File: config.mk
export PLATFORM = sky130hd
export DESIGN_NAME = tail_light_monitor
export DESIGN_NICKNAME = d
export VERILOG_FILES = /design/src/rtl/tail_light_monitor.sv
export SDC_FILE = /design/constraint.sdc
export NUM_CORES = 1
export LEC_CHECK = 0
export CAP_MARGIN = 25
export CORE_ASPECT_RATIO = 0.5
export CORE_MARGIN = 2
export CORE_UTILIZATION = 60
export DETAILED_ROUTE_END_ITERATION = 10
export GPL_ROUTABILITY_DRIVEN = 0
export GPL_TIMING_DRIVEN = 1
export PLACE_DENSITY_LB_ADDON = 0.25
export SLEW_MARGIN = 10
export SYNTH_ARGS = -nofsm -noshare
export SYNTH_HDL_FRONTEND = slang
export SYNTH_SLANG_ARGS = --single-unit
File: constraint.sdc
create_clock -name clk -period 7.3 [get_ports clk]
set_input_delay 1.825 -clock clk [delete_from_list [all_inputs] [get_ports clk]]
set_output_delay 1.825 -clock clk [all_outputs]
set_load 0.05 [all_outputs]
File: src/rtl/tail_light_monitor.sv
// tail_light_monitor: measures per-line PWM duty over 256-cycle frames,
// quantizes each line to a brightness level and checks the blink sequence.

// One lamp line: saturating high-sample counter plus level quantizer.
module tlm_lane #(
  parameter int FRAME_BITS = 8
) (
  input  logic       clk,
  input  logic       reset,
  input  logic       light,
  input  logic       frame_end,
  output logic [2:0] lvl
);
  localparam int CW = FRAME_BITS + 1;
  localparam logic [CW-1:0] FULL = CW'(1) << FRAME_BITS;

  logic [CW-1:0] hc, sum, n;

  // Count including the current sample, clamped at a full frame.
  always_comb begin
    sum = hc + {{(CW-1){1'b0}}, light};
    n   = (sum > FULL) ? FULL : sum;
  end

  // Accumulate; the closing edge's sample is in n, then start the next frame at 0.
  always_ff @(posedge clk or posedge reset) begin
    if (reset)          hc <= '0;
    else if (frame_end) hc <= '0;
    else                hc <= n;
  end

  // Log-spaced brightness buckets of the final count.
  always_comb begin
    lvl = 3'd4;
    if (n == '0)              lvl = 3'd0;
    else if (n < CW'(8))      lvl = 3'd1;
    else if (n < CW'(32))     lvl = 3'd2;
    else if (n < CW'(128))    lvl = 3'd3;
  end
endmodule

module tail_light_monitor #(
  parameter int FRAME_BITS = 8
) (
  input  logic        clk,
  input  logic        reset,
  input  logic [5:0]  light,
  output logic [17:0] level,
  output logic        frame_valid,
  output logic [1:0]  direction,
  output logic [3:0]  step,
  output logic        seq_error,
  output logic        step_jump
);
  localparam int NUM_LANES = 6;

  logic [FRAME_BITS-1:0]       fc;
  logic                        frame_end;
  logic [NUM_LANES-1:0][2:0]   lvl_n;
  logic [3:0]                  prev_step;

  assign frame_end = (fc == '1);

  // Free-running frame position.
  always_ff @(posedge clk or posedge reset) begin
    if (reset) fc <= '0;
    else       fc <= fc + 1'b1;
  end

  genvar gi;
  generate
    for (gi = 0; gi < NUM_LANES; gi++) begin : g_lane
      tlm_lane #(.FRAME_BITS(FRAME_BITS)) u_lane (
        .clk       (clk),
        .reset     (reset),
        .light     (light[gi]),
        .frame_end (frame_end),
        .lvl       (lvl_n[gi])
      );
    end
  endgenerate

  logic       side_r, side_l, valid, err_n, jump_n;
  logic [2:0] a1, a2, a3;
  logic [3:0] step_n;

  // Sequence decode on the active side: leading full lamps, one partial, rest dark.
  always_comb begin
    side_r = (lvl_n[0] != 3'd0) || (lvl_n[1] != 3'd0) || (lvl_n[2] != 3'd0);
    side_l = (lvl_n[5] != 3'd0) || (lvl_n[4] != 3'd0) || (lvl_n[3] != 3'd0);
    a1 = side_r ? lvl_n[0] : lvl_n[5];
    a2 = side_r ? lvl_n[1] : lvl_n[4];
    a3 = side_r ? lvl_n[2] : lvl_n[3];
    if (a1 == 3'd4) valid = (a2 == 3'd4) || (a3 == 3'd0);
    else            valid = (a2 == 3'd0) && (a3 == 3'd0);
    step_n = {1'b0, a1} + {1'b0, a2} + {1'b0, a3};
    err_n  = (side_r && side_l) || !valid;
    jump_n = !err_n && (step_n != prev_step) && (step_n != prev_step + 4'd1)
             && (step_n != 4'd0);
  end

  // Frame results: latched on the closing edge, held for the whole next frame.
  always_ff @(posedge clk or posedge reset) begin
    if (reset) begin
      level       <= '0;
      direction   <= '0;
      prev_step   <= '0;
      seq_error   <= 1'b0;
      step_jump   <= 1'b0;
      frame_valid <= 1'b0;
    end else begin
      frame_valid <= frame_end;
      if (frame_end) begin
        level     <= lvl_n;
        direction <= {side_l, side_r};
        seq_error <= err_n;
        step_jump <= jump_n;
        if (!err_n) prev_step <= step_n;
      end
    end
  end

  assign step = prev_step;
endmodule

### Word level (Yosys, flattened, before mapping)

Cells that the tools add are included.
W data, S select, Z words.

| cells by class | value |
|---|---|
| add/sub/neg operators | 10 |
| $lt $le $gt $ge | 24 |
| equality and inequality tests | 5 |
| multiplexer cells | 40 |
| bitwise operators | 1 |
| reductions and logical operators | 29 |

Operators with widths:

| kind | number |
|---|---|
| $mux W9 | 12 |
| $mux W3 | 27 |
| $add A9 B1 Y9 | 6 |
| $gt A9 B9 Y1 const B | 6 |
| $logic_not A9 Y1 | 6 |
| $lt A9 B4 Y1 const B | 6 |
| $lt A9 B6 Y1 const B | 6 |
| $lt A9 B8 Y1 const B | 6 |
| $reduce_bool A3 Y1 | 6 |
| $add A8 B1 Y8 const B | 1 |
| $eq A8 B8 Y1 const B | 1 |
| $ne A4 B4 Y1 | 2 |
| $eq A3 B3 Y1 const B | 2 |
| $logic_not A3 Y1 | 2 |
| $logic_or A1 B1 Y1 | 6 |
| $logic_and A1 B1 Y1 | 5 |
| $add A3 B3 Y4 | 1 |
| $add A4 B1 Y4 const B | 1 |
| $add A4 B3 Y4 | 1 |
| $reduce_bool A4 Y1 | 1 |
| $logic_not A1 Y1 | 2 |
| $reduce_and A2 Y1 | 1 |
| $mux W1 | 1 |
| $not A1 Y1 | 1 |

| word-level totals | value |
|---|---|
| flip-flop bits (word level) | 89 |
| input bits | 8 |
| output and inout bits | 27 |

### Logic depth before layout (Yosys ltp)

Gate-level depths: netlist of the first run.

| logic depth | value |
|---|---|
| word-level depth | 21 |
| depth in mapped cells | 20 |
| depth with buffers taken out | 18 |

### By module

From an unflattened synthesis of the first run, not the netlist that was laid out.

| second synthesis, totals | value |
|---|---|
| cell total of the unflattened synthesis | 521 |
| area, all modules | 5,302.6 um^2 |

By module, submodules not included:

| module | instances | cells an instance | area an instance (um^2) |
|---|---|---|---|
| tlm_lane | 6 | 63 | 585.6 |
| tail_light_monitor | 1 | 143 | 1,789.2 |

### Worst setup path before layout of the first run

No wires, ideal clock.

| timing | value |
|---|---|
| kind | input to register |
| start | input port light[1] |
| end | register step_jump |
| library setup time | 121 ps |
| arrival | 5,862 ps |
| data required time | 7,179 ps |
| slack | 1,317 ps |
| cell stages on the path | 19 |
| path buffers | 1 |
| cell sequence | ha_1 -> ha_1 -> and3_1 -> nor4_2 -> o2111ai_2 -> a2111oi_4 -> and3_1 -> buf_6 -> a21oi_1 -> fa_1 -> inv_1 -> ha_1 -> fa_1 -> xor2_1 -> nor3_1 -> a21oi_1 -> o21ai_0 -> a41oi_1 -> a22o_1 |

RTL lines:

| what | line | RTL |
|---|---|---|
| start, declared | 47 | `input logic [5:0] light,` |
| $add A9 B1 Y9 * | 21 | `sum = hc + {{(CW-1){1'b0}}, light};` |
| $gt A9 B9 Y1 | 22 | `n = (sum > FULL) ? FULL : sum;` |
| $mux W9 * | 22 |  |
| $lt A9 B8 Y1 | 38 | `else if (n < CW'(128)) lvl = 3'd3;` |
| $mux W3 | 38 |  |
| $mux W3 | 37 | `else if (n < CW'(32)) lvl = 3'd2;` |
| $mux W3 | 36 | `else if (n < CW'(8)) lvl = 3'd1;` |
| $mux W3 * | 35 | `if (n == '0) lvl = 3'd0;` |
| $reduce_bool A3 Y1 | 89 | `side_r = (lvl_n[0] != 3'd0) \|\| (lvl_n[1] != 3'd0) \|\| (lvl_n[2] != 3'd0);` |
| $logic_or A1 B1 Y1 (2 in series) | 89 |  |
| $mux W3, on equally long branches | 91, 92 |  |
| $add A3 B3 Y4 | 96 | `step_n = {1'b0, a1} + {1'b0, a2} + {1'b0, a3};` |
| $add A4 B3 Y4 * | 96 |  |
| net step_n[2] | 85 | `logic [3:0] step_n;` |
| $ne A4 B4 Y1 | 98 | `jump_n = !err_n && (step_n != prev_step) && (step_n != prev_step + 4'd1)` |
| $logic_and A1 B1 Y1 (2 in series) | 98 |  |
| $logic_and A1 B1 Y1 * | 99 | `&& (step_n != 4'd0);` |
| end signal, assigned | 117 | `step_jump <= jump_n;` |
| end, declared | 53 | `output logic step_jump` |

The timed path passes the listed nets; every way through them passes the cells marked *.
A chain may end at the register's enable or synchronous reset.

### Final worst setup path of the first run

Ends and elaborated chain as after synthesis.

==> flow_summary_export.csv, run 1 <==
group,metric,value,unit
run_status,outcome,"completed",
global_routing,grt_start_max_net_pins,65,
placed_design,hpwl,7780,um
clocking,cts_max_level,3,
finish,synthToLayoutAreaGrowth,13.4,%
die,coreArea,8620,um^2
setup_path,worstSetupStartpointType,"primary input",
global_routing,grt_util_all_layers,0.246,
detailed_routing,dr.pass1.iters,4,
logic_synthesis,synthDistinctLibCells,65,
power,power_density_cells,379,nW/um^2
detailed_routing,remaining_drc_errors,0,
sta,fmax,0.153,GHz
setup_path,cp_data_arrival_time,6.78,ns
clocking,cts-buffers-inserted,9,
clocking,cts.reportedPaths.clkPinSlew,0.07,ns
detailed_routing,drt-vias-per-instance,5.80,
detailed_routing,postRouteWirelength,10800,um
clocking,skew_pair_late_insertion_delay,0.34,ns
power,ir_worst_vdd,0.000199,V
logic_synthesis,synth_seq_cells,89,
sta,finalSetupTns,0,ns
sta,setup-violations-final,0,
global_routing,sum_of_overflow_across_all_layers_after_global_routing,0,
die,die_height,70.2,um
logic_synthesis,ys_async_sr_fraction,1.00,
setup_path,endpoint_type_of_the_worst_setup_path,"flop",
clocking,cts.hold.buffers_added,0,
clocking,cts_buffer_depth,2,
clocking,postCtsSetupBuffers,0,
logic_synthesis,postSynthAreaPerCell,9.32,um^2
global_routing,antenna_found_initial,0,
sta,period_minus_slack,6.54,ns
logic_synthesis,synth.yosys.warnings,0,
setup_path,cp_data_required_time,7.53,ns
sta,fin_crit_sh,0.896,
die,initial_utilization,0.611,
sta,timing_max_transition_violations_final,0,
logic_synthesis,synth-edff-count,0,
die,placementRows,24,
detailed_routing,detail_route.wl_per_cell,15.1,um
power,p_leak,0.00257,uW
sta,worst_clock_skew,0.00545,ns
placed_design,place_worst_setup_slack,0.472,ns
finish,drive_above_1_share,0.0689,
finish,nets,617,
detailed_routing,drtIter0Drc,221,
die,fp.dieW,136,um
logic_synthesis,syn_area,5260,um^2
die,ioPinCount,35,
clocking,number_of_sinks_on_the_clock_net,89,
setup_path,critPathMaxFanout,8,
clocking,cts_root_buf,"clkbuf_16",
die,dieArea,9580,um^2
clocking,postCtsResizedCells,0,
global_routing,grt_pass1_vias,4012,
min_path,min_path_cells,1,
sta,timing.final.hold_violations,0,
min_path,hold_path.class,"reg2reg",
finish,antenna_cells_inserted,0,
placed_design,port-buffer-count,34,
sta,least_setup_slack_across_all_paths_after_layout,0.757,ns
setup_path,cells_on_worst_reg2reg_path,18,
sta,worst_pin_slew,0.810,ns
logic_synthesis,synthesis.instances,565,
sta,tightest_slew_margin_relative_to_the_limit,0.459,
run,timing.max_cap.violations,0,
logic_synthesis,yosysSeqAreaShare,0.423,
logic_synthesis,yosys_most_used_dff,"dfrtp_1",
sta,rsz0062_at_grt,"false",
global_routing,grt_pass1_wl,18600,um
finish,fillCellCount,678,
clocking,tritoncts_clock_tree,"yes",
detailed_routing,dr_total_vias,4131,
setup_path,timing_worst_setup_path_type,"in2reg",
power,finalPower,2260,uW
logic_synthesis,synth_fp_nets,592,
detailed_routing,ant_nets,0,
==> cell usage in the layout (no fill, tap or decap), types with 4 or more instances in the layout <==
cell type / instances
and3_1: 21
xor2_1: 28
inv_1: 20
nor3_1: 22
mux2_4: 4
fa_1: 4
xnor2_1: 38
nand4_1: 16
buf_4: 4
o21ai_1: 4
o31ai_1: 4
o21a_1: 4
clkbuf_16: 9
or3_1: 4
dfrtp_1: 89
a21oi_1: 15
nor2_1: 71
inv_6: 4
a31oi_1: 9
clkdlybuf4s50_1: 34
and4_1: 5
nand2b_1: 5
nand2_1: 64
ha_1: 15
o21ai_0: 12
nand3_1: 26
and2_1: 7
==> worst max-delay path, stage by stage <==
cell and delay [ns]:
clkdlybuf4s50_1 0.46, ha_1 0.27, ha_1 0.28, nand4_1 0.22, a21oi_2 0.21, o2111ai_2 0.22, a2111oi_4 0.44, and3_1 0.40
a21oi_1 0.16, fa_1 0.55, inv_1 0.04, ha_1 0.20, fa_1 0.50, xor2_1 0.21, nor3_1 0.25, a21oi_1 0.10
o21ai_0 0.15, a41oi_1 0.06, a22o_1 0.21
==> power by group <==
group	internal [uW]	switching, uW	leakage [uW]
registers	603	173	0.00107
logic	439	563	0.00136
clock network	273	209	0.000149
total	1310	945	0.00257
==> final timing paths <==
check	end	startpoint	slack, ns
worst max-delay path	step_jump	light[1]	0.76
worst min-delay path	fc[7]	fc[7]	0.47
worst max register to register	step_jump	g_lane[1].u_lane.hc[0]	2.34
worst min register to register	fc[7]	fc[7]	0.47
max in group asynchronous	g_lane[0].u_lane.hc[2]	reset	4.36
min in group asynchronous	g_lane[3].u_lane.hc[4]	reset	1.79
==> metrics by stage <==
stage	cells	instance area, um^2	util	hold slack (ns)
CTS	712	5970	0.693	0.477
finish	712	5970	0.693	0.472
detailed placement	696	5660	0.657	0.464
floorplan	565	5260	-	0.443
global placement	696	5660	0.657	0.460
global route	712	5970	0.693	0.514
==> logic make-up after synthesis <==
group / after synthesis / synth area share
AOI/OAI and AO/OA: 79 / 0.116
xor gates and xnor gates: 66 / 0.110
adders and majority gates: 19 / 0.0509
buffers and inverters: 45 / 0.0383
DFF: 89 / 0.423
muxes: 6 / 0.0155
and+or+nand+nor: 261 / 0.247
==> sequential cells by signal (all words and copies together), names as in the netlist <==
| name | flops |
|---|---|
| g_lane.u_lane.hc | 54 |
| level | 18 |
| fc | 8 |
| step | 4 |
| direction | 2 |
| frame_valid | 1 |
| seq_error | 1 |
| step_jump | 1 |
==> cell usage after synthesis, drive strengths merged, types with 7 or more instances <==
cell / number / share of area
nand2: 65 / 0.047
o21ai: 16 / 0.015
nand3: 27 / 0.027
and3: 21 / 0.025
a31oi: 11 / 0.019
clkbuf: 14 / 0.010
and2: 7 / 0.0083
nand4: 16 / 0.019
xnor2: 38 / 0.063
inv: 21 / 0.015
nor2: 71 / 0.051
dfrtp: 89 / 0.42
a21oi: 16 / 0.016
xor2: 28 / 0.047
ha: 15 / 0.036
nor3: 24 / 0.026
buf: 10 / 0.013
==> final cells by class <==
| type | instances | area, um^2 | share of cell area |
|---|---|---|---|
| clock buffer | 9 | 225 | 0.0377 |
| clock inverter | 7 | 83.8 | 0.0140 |
| inverter | 21 | 80.1 | 0.0134 |
| multi-input combinational | 431 | 2840 | 0.475 |
| sequential | 89 | 2230 | 0.373 |
| tap | 117 | 146 | 0.0245 |
| timing repair buffer | 38 | 370 | 0.0621 |
==> layer usage <==
metal / up-vias / global-route usage / wire length [um]
met5: - / 0 / 0
met4: 0 / 0.0810 / 192
met3: 21 / 0.0625 / 395
met2: 84 / 0.391 / 5100
met1: 2007 / 0.333 / 5090
li1: 2019 / - / -
Power figures use the tool's default switching activity.
==> run 2: changes to the inputs <==
- GPL_ROUTABILITY_DRIVEN: 0 -> default
- MAX_ROUTING_LAYER: default -> met4
- REMOVE_ABC_BUFFERS: default -> 1
==> run 2 against run 1 <==
Net effect: register-to-register slack is essentially flat; die area is the same; sequential power is essentially flat; routed wire length grew 1.2%; core utilization grew 0.35 points; via count shrank 1.0%; worst hold slack gained 0.0016 ns.
==> flow_summary_export.csv, run 2 (synthesis results as in run 1) <==
group,metric,value,unit
run_status,outcome,"completed",
setup_path,timing_worst_setup_path_type,"in2reg",
sta,timing_max_transition_violations_final,0,
placed_design,gp_congestion,0.886,
finish,drive_above_1_share,0.0672,
placed_design,port-buffer-count,34,
detailed_routing,ant_nets,0,
die,placementRows,24,
finish,largest_register_ff_count,54,
sta,finalSetupTns,0,ns
finish,synthToLayoutAreaGrowth,14.0,%
detailed_routing,postRouteWirelength,10900,um
detailed_routing,drtIter0Drc,221,
clocking,cts_buffer_depth,2,
finish,utilization,0.696,
global_routing,grt_start_max_net_pins,78,
global_routing,grt_pass1_wl,18300,um
sta,fin_crit_sh,0.903,
sta,fmax,0.152,GHz
global_routing,grt_util_all_layers,0.251,
power,power_density_cells,381,nW/um^2
clocking,cts.reportedPaths.clkPinSlew,0.07,ns
global_routing,grt_pass1_vias,3909,
power,p_leak,0.00258,uW
finish,final_common_cell,"dfrtp_1",
global_routing,sum_of_overflow_across_all_layers_after_global_routing,0,
clocking,cts-buffers-inserted,9,
sta,timing.final.hold_violations,0,
placed_design,hpwl,7590,um
setup_path,worstSetupStartpointType,"primary input",
run,timing.max_cap.violations,0,
finish,post_layout_nonfiller_instances,712,
clocking,cts_max_level,3,
clocking,postCtsSetupBuffers,0,
finish,layout_common_cells,"dfrtp_1, nor2_1, nand2_1",
finish,register_bank_with_the_most_flops,"g_lane.u_lane.hc",
sta,worst_pin_slew,0.854,ns
die,die_height,70.2,um
clocking,tritoncts_clock_tree,"yes",
detailed_routing,dr_total_vias,4088,
setup_path,critPathMaxFanout,8,
die,dieArea,9580,um^2
global_routing,antenna_found_initial,0,
die,coreArea,8620,um^2
clocking,postCtsResizedCells,0,
setup_path,cp_data_required_time,7.54,ns
die,fp.dieW,136,um
die,ioPinCount,35,
finish,nets,617,
min_path,hold_path.class,"reg2reg",
placed_design,dpl.cell_count,695,
detailed_routing,drt-vias-per-instance,5.74,
finish,antenna_cells_inserted,0,
clocking,cts_root_buf,"clkbuf_16",
power,ir_worst_vdd,0.000204,V
clocking,number_of_sinks_on_the_clock_net,89,
sta,rsz0062_at_grt,"false",
detailed_routing,detail_route.wl_per_cell,15.3,um
sta,tightest_slew_margin_relative_to_the_limit,0.430,
sta,period_minus_slack,6.59,ns
sta,worst_clock_skew,0.00885,ns
die,initial_utilization,0.611,
finish,layout_top_registers,"g_lane.u_lane.hc x54, level x18, fc x8",
clocking,cts.hold.buffers_added,0,
setup_path,endpoint_type_of_the_worst_setup_path,"flop",
setup_path,cp_data_arrival_time,6.83,ns
detailed_routing,dr.pass1.iters,5,
sta,setup-violations-final,0,
detailed_routing,remaining_drc_errors,0,
clocking,skew_pair_late_insertion_delay,0.34,ns
## run 2: cell count changes in the layout (fill, tap and decap cells not counted), sizes merged
cell	before	now
bufinv	1	2
inv	25	21
clkinv	1	3
clkbuf	9	10
## run 2: final timing paths
check	startpoint	endpoint	slack [ns]	depth (start not counted)
hold reg to reg	level[5]	level[5]	0.47	2
max in group asynchronous	reset	level[16]	4.72	4
setup reg to reg	g_lane[1].u_lane.hc[0]	step_jump	2.34	18
hold / removal	level[5]	level[5]	0.47	2
min in group asynchronous	reset	g_lane[4].u_lane.hc[3]	1.72	2
setup / recovery	light[1]	step_jump	0.71	19
## run 2: final cells by class
| cell class | instances | area, um^2 |
|---|---|---|
| timing repair buffer | 38 | 390 |
| clock inverter | 6 | 90.1 |
| clock buffer | 10 | 229 |
| fill | 661 | 2620 |
| inverter | 21 | 80.1 |
| tap | 117 | 146 |
| multi-input combinational | 431 | 2840 |
| sequential | 89 | 2230 |
## run 2: metal layers
layer,vias to the layer above,routed length (um),track usage
met2,90,4960,0.374
met5,-,0,-
met1,1966,5370,0.346
li1,2017,-,-
met4,0,108,0.0729
met3,15,474,0.0545
## run 2: metrics by stage
stage	setup slack, ns	power [uW]	area [um^2]	hold slack [ns]
floorplan	1.26	1540	5140	0.443
global placement	0.667	1730	5650	0.458
detailed placement	0.384	1780	5650	0.465
CTS	0.736	2280	5970	0.480
global route	0.427	2460	6000	0.500
finish	0.708	2290	6000	0.474
## run 2: critical path, stage by stage
cell and delay [ns]:
clkdlybuf4s50_1 0.47, ha_1 0.27, ha_1 0.29, nand4_1 0.24, a21oi_2 0.24, o2111ai_2 0.20, a2111oi_4 0.43, and3_1 0.40
a21oi_1 0.15, fa_1 0.55, inv_1 0.05, ha_1 0.20, fa_1 0.49, xor2_1 0.21, nor3_1 0.29, a21oi_1 0.10
o21ai_0 0.15, a41oi_1 0.06, a22o_1 0.21
## run 2: report_power, final
group	total (uW)	internal, uW	leakage (uW)	switching (uW)
Combinational	1010	441	0.00136	571
Sequential	778	603	0.00107	175
Clock	495	301	0.000153	194
==> RTL edit 1, RTL diff (flow settings as in run 2) <==
Make the reset (`reset`) synchronous in 3 clocked blocks.
--- a/src/rtl/tail_light_monitor.sv
+++ b/src/rtl/tail_light_monitor.sv
@@ -24,5 +24,5 @@
 
   // Accumulate; the closing edge's sample is in n, then start the next frame at 0.
-  always_ff @(posedge clk or posedge reset) begin
+  always_ff @(posedge clk) begin
     if (reset)          hc <= '0;
     else if (frame_end) hc <= '0;
@@ -63,5 +63,5 @@
 
   // Free-running frame position.
-  always_ff @(posedge clk or posedge reset) begin
+  always_ff @(posedge clk) begin
     if (reset) fc <= '0;
     else       fc <= fc + 1'b1;
@@ -101,5 +101,5 @@
 
   // Frame results: latched on the closing edge, held for the whole next frame.
-  always_ff @(posedge clk or posedge reset) begin
+  always_ff @(posedge clk) begin
     if (reset) begin
       level       <= '0;
Function: no difference found for any inputs over 10 cycles, from zero or initial values and one cycle with reset high; that may be too few to reach the edited logic, so the function may still have changed.
==> RTL edit 1 against run 2 <==
Synthesized cell count up 9.6%. Area after synthesis down 4.0%. Sequential cell count unchanged. Register-to-register slack worse by 0.22 ns. Worst setup slack worse by 0.24 ns. Critical path depth unchanged. Highest routed layer unchanged. First-iteration DRC count up 57%. Routed wire length up 7.2%. Final area down 3.8%.
Power is not compared: it rests on default switching activity, and its combinational part moved more than twofold at a synthesized area within 25%.
==> RTL edit 1: results (changes against run 2) <==
[drt]
dr_wl_met3_um = 730  ; +54%
routedLengthMet1_mm = 5.465  ; +1.8%
met2_length_mm = 5.372  ; +8.4%
drt_iter0_drc = 348  ; +57%

[floorplan]
die_x_um = 133.8  ; -2.0%

[finish]
signal_buffers = 43  ; +13%
n_clock_buffer = 14  ; +4
fin_cells = 755  ; +6.0%
seq_area_um2 = 1782  ; -20%
multi_input_area_share_pct = 53.44  ; +6.2 points
buf_share_pct = 7.067  ; +0.56 points
inverters_excl_clock = 17  ; -19%
drive_gt1_share_pct = 6.221  ; -0.50 points
fin_nets = 665  ; +7.8%
clock_area_share_pct = 5.094  ; -0.22 points

[place]
post_dp_cell_area_um2 = 5438  ; -3.8%
gp_congestion = 0.9248  ; +4.3%
place_ws_ns = 0.006906  ; -0.3775 ns
hpwl_mm = 8.062  ; +6.3%

[synth]
syn_inst = 619  ; +9.6%
synth_compound_gate_area_share_pct = 14.16  ; +2.6 points
synth_common_cells = 91 x nor2_1, 89 x dfxtp_1, 57 x nand2_1
synth_mux_area_share_pct = 1.486  ; -0.060 points
ys_top_cells_by_area = dfxtp_1 35%, xnor2_1 7.5%, nor2_1 6.8%, xor2_1 4.3%, nand2_1 4.2%
yosysSeqAreaShare_pct = 35.26  ; -7.1 points
synthXorXnorAreaFrac_pct = 11.79  ; +0.80 points
synthAdderAreaFrac_pct = 5.298  ; +0.21 points

[critical_path]
crit_family = compound AO/OA/AOI/OAI gates
worst_r2r_startpoint = g_lane[2].u_lane.hc[0]$_SDFF_PP0_
r2r.worst_path.cells = 19  ; +1
startpoint = light[2]
regToRegSetupSlack_ns = 2.12  ; -0.22 ns
critical_path_arrival_ns = 7.11  ; +0.28 ns

[global_route]
grt_pass1_vias = 4087  ; +4.6%
grt_max_degree = 39  ; -50%
grtUsageMet3_pct = 7.091  ; +1.6 points
grt_use_met2_pct = 45.83  ; +8.4 points
gr-usage-all-layers_pct = 26.77  ; +1.7 points
use_met1_pct = 32.54  ; -2.1 points

[sta]
setup_ws_ns = 0.4720  ; -0.2362 ns
relSlewSlack_pct = 46.23  ; +3.2 points

[hold_path]
hold_path.startpoint = level[14]$_SDFFE_PP0P_
holdPathEnd = level[14]$_SDFFE_PP0P_

[run_status]
status = finished, final reports clean

[pwr]
total_power_w = 0.001071

## RTL edit 1: cell types whose count changed after synthesis, sizes merged, moves of 5 or more
cell    change
nand2       -8
nand2b      +5
o21ai       -5
mux2i       +5
nor2       +20
nand4       -5
a21oi      +18
dfxtp      +89
clkbuf     +14
nor2b       +5
a31oi       -5
dfrtp      -89
xnor2       +5
## RTL edit 1: cell families (layout without fill, tap and decap cells)
| logic type | Yosys count | after routing |
|---|---|---|
| buffers and inverters | 53 | 76 |
| AND/OR/NAND/NOR | 280 | 280 |
| XOR/XNOR | 68 | 68 |
| multiplexers | 7 | 7 |
| adder cells (fa/ha/maj) | 19 | 19 |
| AO/OA/AOI/OAI | 103 | 104 |
| flip-flops | 89 | 89 |
## RTL edit 1: tightest hold or removal path, stage by stage (launching register included)
cell,delay (ns)
dfxtp_1,0.31
nand2_1,0.05
a21oi_1,0.05
## RTL edit 1: timing repair
action                     in CTS  in global routing
setup buffers                   0                  1
gates resized for setup         0                  3
setup endpoints to repair       0                  1
==> RTL edit 2, RTL diff (settings of run 2) <==
Without the edit above. `FRAME_BITS` is set to 8 in 2 places; all go to 9.
--- a/src/rtl/tail_light_monitor.sv
+++ b/src/rtl/tail_light_monitor.sv
@@ -4,5 +4,5 @@
 // One lamp line: saturating high-sample counter plus level quantizer.
 module tlm_lane #(
-  parameter int FRAME_BITS = 8
+  parameter int FRAME_BITS = 9
 ) (
   input  logic       clk,
@@ -41,5 +41,5 @@
 
 module tail_light_monitor #(
-  parameter int FRAME_BITS = 8
+  parameter int FRAME_BITS = 9
 ) (
   input  logic        clk,
Check against the original RTL: same outputs for any inputs over 10 cycles, from zero or initial values and one cycle with reset high; that may be too few to reach the edited logic, so the function may still have changed.
==> RTL edit 2 against run 2 <==
First-iteration DRC count is 79% higher. Total power is 0.28% lower. Sequential cell count is 7 higher. Die area is 9.8% higher. Worst hold slack better by 0.00090 ns. Area after synthesis is 10% higher. Via count is 9.6% higher. Worst setup slack better by 0.27 ns. Cell count is 7.6% higher. Routed wire length is 8.3% higher. Final area is 7.7% higher.
==> RTL edit 2: results (changes against run 2) <==
[place]
dp_cells = 750  ; +7.9%
gp_congestion = 0.8887  ; +0.26%
hpwl_mm = 8.377  ; +10%
port_buffers = 34  ; unchanged

[clock_network]
cts_buffers = 9  ; unchanged
clk_latency_ns = 0.35
clk_pin_slew_ns = 0.07  ; about the same
cts_root_buf = clkbuf_16
cts_buffer_depth = 2  ; unchanged
htree_num_levels = 3  ; unchanged
post_cts_buffers = 0  ; unchanged
postCtsResizedCells = 0  ; unchanged

[finish]
fin_cells = 766  ; +7.6%
top_regs = g_lane.u_lane.hc x60, level x18, fc x9
fin_nets = 654  ; +6.0%
antenna_cells = 0  ; unchanged
area_growth_pct = 11.39
drive_gt1_share_pct = 9.033  ; +2.3 points

[synth]
synthArstFlopShare_pct = 100.0  ; unchanged
yosysWarnings = 0  ; unchanged
ys_top_cells_by_area = dfrtp_1 41%, xnor2_1 6.6%, nor2_1 5.5%, mux2_2 3.9%, ha_1 3.5%
synth_cell_types = 70  ; +7.7%
yosysSeqAreaShare_pct = 41.41  ; -0.90 points
synth_common_cells = 96 x dfrtp_1, 85 x nor2_1, 44 x xnor2_1
synthFlopType = dfrtp_1
synth.avg_cell_area_um2 = 9.480  ; +1.8%

[critical_path]
critical_path_peak_fanout = 7  ; -1
crit_family = adder cells
critical_path_arrival_ns = 6.61  ; -0.22 ns
max_stage_delay_ns = 0.55  ; about the same
slowest_stage = fa_1

[sta]
finClkSkew_ns = 0.007098  ; -0.001756 ns
relSlewSlack_pct = 30.70  ; -12 points

[global_route]
grt_max_degree = 63  ; -19%
gr-usage-all-layers_pct = 25.58  ; +0.52 points
antenna_found_initial = 0  ; unchanged
grt_pass1_wl_mm = 20.37  ; +11%
grt_pass1_vias = 4232  ; +8.3%

[drt]
wl_per_cell_um = 15.42  ; +0.65%
dr.pass1.iters = 5  ; unchanged
drt_iter0_drc = 396  ; +79%
num_vias = 4482  ; +9.6%

[pwr]
leakage_nw = 2.846  ; +10%
peakVddDrop_mv = 0.1922  ; -5.6%

[hold_path]
min_path_type = flip-flop to flip-flop

[run_status]
status = finished, final reports clean

==> RTL edit 2: cell types whose count changed after synthesis, moves of 8 or more <==
cell / before / now
nand2_1: 64 / 25
mux2_2: 1 / 20
nor2_1: 71 / 85
buf_2: 5 / 14
nor3_1: 22 / 14
or3_1: 4 / 12
==> RTL edit 2: cell type report <==
type	instances	area, um2
clock inverters	7	62.56
repair buffers	37	362.8
flip-flops and latches	96	2402
fillers	761	2953
multi-input cells	458	3148
inverters	24	92.59
well taps	135	168.9
clock buffers	9	225.2
==> RTL edit 2: cell families after synthesis <==
group,Yosys count,synth area share [%]
AND/OR/NAND/NOR,243,21.35
AO/OA/AOI/OAI,101,12.85
flip-flops,96,41.41
XOR/XNOR,66,9.963
buffers and inverters,58,4.335
multiplexers,28,5.262
adder cells (fa/ha/maj),20,4.831
==> RTL edit 2: routing by layer <==
metal	part of all wire, %	GRT usage [%]	up-vias
met5	0	-	-
met4	1.1	6.711	0
met3	5.1	5.671	11
met2	46	39.34	115
met1	48	34.80	2143
li1	-	-	2213
==> RTL edit 2: where the power goes <==
part           switching, W  total (W)  internal (W)
clock network      0.000223   0.000462      0.000239
logic              0.000546   0.000997      0.000451
registers          0.000177   0.000819      0.000642
==> RTL edit 2: path summary, 6_finish.rpt <==
| check | slack [ns] | depth (start not counted) | start | endpoint |
|---|---|---|---|---|
| worst min-delay path | 0.47 | 1 | fc[0]$_DFF_PP0_ | fc[0]$_DFF_PP0_ |
| max in group asynchronous | 4.31 | 3 | reset | g_lane[0].u_lane.hc[4]$_DFF_PP0_ |
| worst min register to register | 0.47 | 1 | fc[0]$_DFF_PP0_ | fc[0]$_DFF_PP0_ |
| worst max-delay path | 0.98 | 18 | light[1] | step_jump$_DFFE_PP0P_ |
| worst max register to register | 2.58 | 17 | g_lane[1].u_lane.hc[0]$_DFF_PP0_ | step_jump$_DFFE_PP0P_ |
| min in group asynchronous | 1.82 | 2 | reset | fc[6]$_DFF_PP0_ |
==> RTL edit 2: through the flow <==
step | setup slack, ns | instance area [um2] | utilization [%]
after floorplan | 1.588 | 5640 | -
after global placement | 0.8515 | 6175 | 65.58
after detailed placement | 0.6975 | 6175 | 65.58
after CTS | 1.049 | 6462 | 68.64
after global routing | 0.5641 | 6462 | 68.64
final | 0.9803 | 6462 | 68.64
